### src/rtl/mem_access_stage.sv
// -----------------------------------------------------------------------------
// mem_access_stage
//
// Memory-access stage controller for the 8-bit pipelined MIPS datapath. It sits
// between EX_MEM and MEM_WB and runs one load or store at a time on an external
// data memory through a req/ack handshake. The upstream pipeline is stalled,
// and MEM_WB is bubbled, while a transaction is outstanding.
//
// Optional feature: define MEM_TIMEOUT_EN to abort a request after TIMEOUT
// cycles without dmem_ack. An aborted load returns 8'hFF, and the abort sets
// the sticky mem_error flag. Without the macro, REQ waits forever and
// mem_error is tied low.
//
// Parameters:
//   TIMEOUT           ack wait limit in cycles, 1..255 (MEM_TIMEOUT_EN only)
//
// Ports:
//   clk               pipeline clock; state updates on the rising edge
//   reset             asynchronous, active-low reset
//   EX_MEM_mem_read   load in the MEM stage
//   EX_MEM_mem_write  store in the MEM stage; wins if both are high
//   EX_MEM_alu_out    effective address
//   EX_MEM_store_data store data
//   dmem_req          memory request, held until ack
//   dmem_we           1 = write, 0 = read; valid while dmem_req is high
//   dmem_addr         latched address
//   dmem_wdata        latched store data
//   dmem_ack          memory completion; only looked at in REQ
//   dmem_rdata        read data; valid with dmem_ack on a read
//   mem_out_data      registered load result to MEM_WB
//   mem_stall         freezes PC, IF_ID, ID_EX and EX_MEM
//   mem_bubble        forces MEM_WB reg_write low
//   mem_error         sticky timeout flag
// -----------------------------------------------------------------------------
module mem_access_stage #(
    parameter int TIMEOUT = 15
) (
    input  logic       clk,
    input  logic       reset,
    input  logic       EX_MEM_mem_read,
    input  logic       EX_MEM_mem_write,
    input  logic [7:0] EX_MEM_alu_out,
    input  logic [7:0] EX_MEM_store_data,
    output logic       dmem_req,
    output logic       dmem_we,
    output logic [7:0] dmem_addr,
    output logic [7:0] dmem_wdata,
    input  logic       dmem_ack,
    input  logic [7:0] dmem_rdata,
    output logic [7:0] mem_out_data,
    output logic       mem_stall,
    output logic       mem_bubble,
    output logic       mem_error
);

    typedef enum logic [1:0] {
        ST_IDLE = 2'd0,
        ST_REQ  = 2'd1,
        ST_DONE = 2'd2
    } state_t;

    state_t     state_q, state_d;
    logic       we_q,    we_d;
    logic [7:0] addr_q,  addr_d;
    logic [7:0] wdata_q, wdata_d;
    logic [7:0] out_q,   out_d;
    logic       op;
    logic       timeout_hit;

    assign op = EX_MEM_mem_read | EX_MEM_mem_write;

`ifdef MEM_TIMEOUT_EN
    // The counter value seen in the last REQ cycle that is still allowed to
    // wait. With TIMEOUT=N, REQ lasts at most N cycles.
    localparam logic [7:0] TO_LAST = 8'(TIMEOUT - 1);

    logic [7:0] cnt_q, cnt_d;
    logic       err_q, err_d;

    // An ack in the limit cycle takes priority over the abort.
    assign timeout_hit = (state_q == ST_REQ) && !dmem_ack && (cnt_q == TO_LAST);

    always_comb begin
        cnt_d = cnt_q;
        // REQ can only be entered from IDLE, so clearing in IDLE is the same
        // as clearing on REQ entry.
        if (state_q == ST_IDLE) begin
            cnt_d = 8'd0;
        end else if (state_q == ST_REQ && !dmem_ack) begin
            cnt_d = cnt_q + 8'd1;
        end
    end

    always_comb begin
        err_d = err_q | timeout_hit;
    end

    always_ff @(posedge clk or negedge reset) begin
        if (!reset) begin
            cnt_q <= 8'd0;
            err_q <= 1'b0;
        end else begin
            cnt_q <= cnt_d;
            err_q <= err_d;
        end
    end

    assign mem_error = err_q;
`else
    // TIMEOUT has no effect in this build; this keeps it referenced.
    logic unused_timeout;
    assign unused_timeout = (TIMEOUT == 0);
    assign timeout_hit    = 1'b0;
    assign mem_error      = 1'b0;
`endif

    // Next-state and datapath-latch logic
    always_comb begin
        state_d = state_q;
        we_d    = we_q;
        addr_d  = addr_q;
        wdata_d = wdata_q;
        out_d   = out_q;

        case (state_q)
            ST_IDLE: begin
                if (op) begin
                    addr_d  = EX_MEM_alu_out;
                    wdata_d = EX_MEM_store_data;
                    we_d    = EX_MEM_mem_write;   // store wins over load
                    state_d = ST_REQ;
                end
            end
            ST_REQ: begin
                if (dmem_ack) begin
                    if (!we_q) begin
                        out_d = dmem_rdata;
                    end
                    state_d = ST_DONE;
                end else if (timeout_hit) begin
                    if (!we_q) begin
                        out_d = 8'hFF;
                    end
                    state_d = ST_DONE;
                end
            end
            ST_DONE: begin
                // EX_MEM still holds the completed instruction, so op is not
                // looked at here.
                state_d = ST_IDLE;
            end
            default: begin
                state_d = ST_IDLE;
            end
        endcase
    end

    always_ff @(posedge clk or negedge reset) begin
        if (!reset) begin
            state_q <= ST_IDLE;
            we_q    <= 1'b0;
            addr_q  <= 8'h00;
            wdata_q <= 8'h00;
            out_q   <= 8'h00;
        end else begin
            state_q <= state_d;
            we_q    <= we_d;
            addr_q  <= addr_d;
            wdata_q <= wdata_d;
            out_q   <= out_d;
        end
    end

    // dmem_req is decoded from the state register, so an asynchronous reset
    // drops it at once and abandons the transaction.
    assign dmem_req     = (state_q == ST_REQ);
    assign dmem_we      = we_q;
    assign dmem_addr    = addr_q;
    assign dmem_wdata   = wdata_q;
    assign mem_out_data = out_q;

    assign mem_stall  = ((state_q == ST_IDLE) && op) || (state_q == ST_REQ);
    assign mem_bubble = mem_stall;

endmodule

### config.mk
export PLATFORM = sky130hd
export DESIGN_NAME = mem_access_stage
export DESIGN_NICKNAME = d
export VERILOG_FILES = /design/src/rtl/mem_access_stage.sv
export SDC_FILE = /design/constraint.sdc
export NUM_CORES = 1
export LEC_CHECK = 0
export CORE_MARGIN = 4
export CORE_UTILIZATION = 42
export DETAILED_ROUTE_END_ITERATION = 8
export GPL_ROUTABILITY_DRIVEN = 0
export PLACE_DENSITY_LB_ADDON = 0.2
export SYNTH_ARGS = -nofsm -noshare
export SYNTH_HDL_FRONTEND = slang
export SYNTH_SLANG_ARGS = --single-unit
### constraint.sdc
create_clock -name clk -period 3.6 [get_ports clk]
set_input_delay 0.54 -clock clk [delete_from_list [all_inputs] [get_ports clk]]
set_output_delay 0.54 -clock clk [all_outputs]
set_load 0.02 [all_outputs]
==> qor.yml <==
grt_max_degree: 28
initial_core_util_pct: 45.03
grt_first_pass_wirelength_um: 3753
syn-num-nets: 96
hold_viol_final: 0
die_y_um: 60.24
synth-seq-cells: 27
worstSetupEndpointType: "primary output"
slew_headroom_pct: 41.06
synth_area_um2: 1146
fmaxAchievable_mhz: 411.9
crit_fanout: 3
use_met3_pct: 6.263
cts_buffers: 3
track_usage_pct: 14.33
die_w_um: 60.24
core_area_um2: 2545
drt-pass1-iter-count: 4
finClkSkew_ns: 0.01184
cts_resized: 0
hold_class: "reg -> reg"
utilization_pct: 67.60
grtUsageMet1_pct: 17.97
pre_cts_ws_ns: 1.170
synth-xor-area-share_pct: 0
period_minus_slack_ns: 2.428
worst_slew_pin_slew_ns: 0.8841
ys_types: 16
use_met2_pct: 22.99
clk_latency_ns: 0.32
setup-violations-final: 0
cp-start-kind: "input pin"
required_ns: 3.06
switching_share_pct: 34.46
hpwl_um: 1768
drt-total-wl_um: 2323
grt_setup_unrepaired: "false"
postRouteAntennaNets: 0
drv_cap: 0
layout_commonest_cell: "clkdlybuf4s50_1"
p_switching_mw: 0.5067
drive_gt1_share_pct: 24.39
arrival_ns: 1.89
wl_per_cell_um: 15.18
cts_setup_buffers: 0
status: "finished clean"
clk_pin_slew_ns: 0.14
root_buffer: "clkbuf_4"
setup_ws_ns: 1.172
yosysWarningCount: 0
io_buffers: 56
p_int_mw: 0.9637
clock_sinks: 27
power_mw: 1.470
ctsHoldBuffers: 0
vias: 722
synth-compound-area-share_pct: 2.074
period_share_pct: 67.43
clkPwrFrac_pct: 8.5
vias_per_cell: 4.719
setup_tns_ns: 0
yosysSeqAreaShare_pct: 58.95
final_cell_mix: "clkdlybuf4s50_1 (56), dfrtp_1 (27), mux2_4 (18), mux2_2 (6), clkbuf_4 (3)"
synth_top_family_by_area: "multiplexers"
p_comb_share_pct: 55.4
die_area_um2: 3628
rows: 18
critPathKind: "in -> out"
power_density_nw_per_um2: 854.7
grt.overflow.total: 0
power_frac_seq_pct: 36.1
area_growth_pct: 50.11
fillers: 186
p_leak_nw: 0.7428
synthAdderAreaFrac_pct: 0
slew_violations: 0
yosys.area_share.simple_pct: 4.148
top_usage_layer: "met2"
nNetsFinal: 153
synthMuxAreaShare_pct: 29.48
syn_inst: 67
cts_tree: "yes"
ir_drop_v: 0.0005248
ioPinCount: 58
diodes: 0
syn-mean-instance-area_um2: 17.11
grt_pass1_vias: 768
initialDrtViolationCount: 22
clockBufferDepth: 2
antenna_found_initial: 0
holdWs_ns: 0.5234
htreeDepth: 1
drcViolationCount: 0
-- cell usage after synthesis --
cell type / n / area (µm²)
dfrtp_1: 27 / 675.7
nor3_1: 1 / 5.000
conb_1: 1 / 3.750
o21a_1: 1 / 7.510
nand2_1: 1 / 3.750
and2b_2: 1 / 8.760
buf_4: 2 / 15.01
mux2_2: 6 / 67.56
mux2_4: 18 / 270.3
nor2_1: 2 / 7.510
a211oi_1: 1 / 7.510
buf_6: 2 / 22.52
buf_12: 1 / 20.02
nor2b_4: 1 / 13.76
and3b_1: 1 / 8.760
a22o_1: 1 / 8.760
-- critical path, cell delays in order --
cell and delay [ns]:
clkdlybuf4s50_1 0.51, nor3_1 0.07, nor2_1 0.14, clkdlybuf4s50_1 0.63
-- kinds of logic (layout without fill, tap and decap cells) --
logic type | after synthesis | count (layout)
flip-flops | 27 | 27
multiplexers | 24 | 24
AND/OR/NAND/NOR | 7 | 7
buffers and inverters | 5 | 61
AO/OA/AOI/OAI | 3 | 3
other | 1 | 1
-- state kept, by name, summed over array words and instances (netlist names) --
name	flops
dmem_we	1
state_q	2
dmem_addr	8
dmem_wdata	8
mem_out_data	8
-- cell type report --
| cell class | count | area [µm²] | area share, % |
|---|---|---|---|
| Clock buffer | 4 | 26.28 | 1.527 |
| Multi-Input combinational cell | 35 | 412.9 | 24.00 |
| Sequential cell | 27 | 675.6 | 39.27 |
| Tap cell | 30 | 37.54 | 2.182 |
| Timing Repair Buffer | 57 | 568.0 | 33.02 |
-- power groups by stage --
stage          combinational (mW)  clock (mW)  sequential [mW]
6_report                    0.815       0.125            0.531
5_1_grt                     0.858       0.148            0.554
4_1_cts                     0.828       0.134            0.533
3_5_place_dp                0.822           0            0.539
3_3_place_gp                0.814           0            0.531
2_1_floorplan               0.291           0            0.711
-- per-stage QoR --
step / instance area [µm²] / std cells
after floorplan: 1146 / 67
after global placement: 1694 / 149
after detailed placement: 1694 / 149
after CTS: 1720 / 153
after global routing: 1720 / 153
final: 1720 / 153
-- final timing paths --
check / startpoint / to / slack (ns) / depth (start not counted)
max: EX_MEM_mem_read / mem_bubble / 1.17 / 4
min: dmem_addr[0] / dmem_addr[0] / 0.52 / 1
max reg2reg: state_q[0] / dmem_addr[0] / 1.72 / 3
min reg2reg: dmem_addr[0] / dmem_addr[0] / 0.52 / 1
max in group asynchronous: reset / mem_out_data[6] / 2.78 / 2
min in group asynchronous: reset / dmem_addr[7] / 0.56 / 2
-- metal layers --
layer | part of all wire [%] | up-vias
met5 | 0 | -
met4 | 0.60 | 0
met3 | 9.7 | 2
met2 | 50 | 36
met1 | 40 | 344
li1 | - | 340
Power figures use the tool's default switching activity.
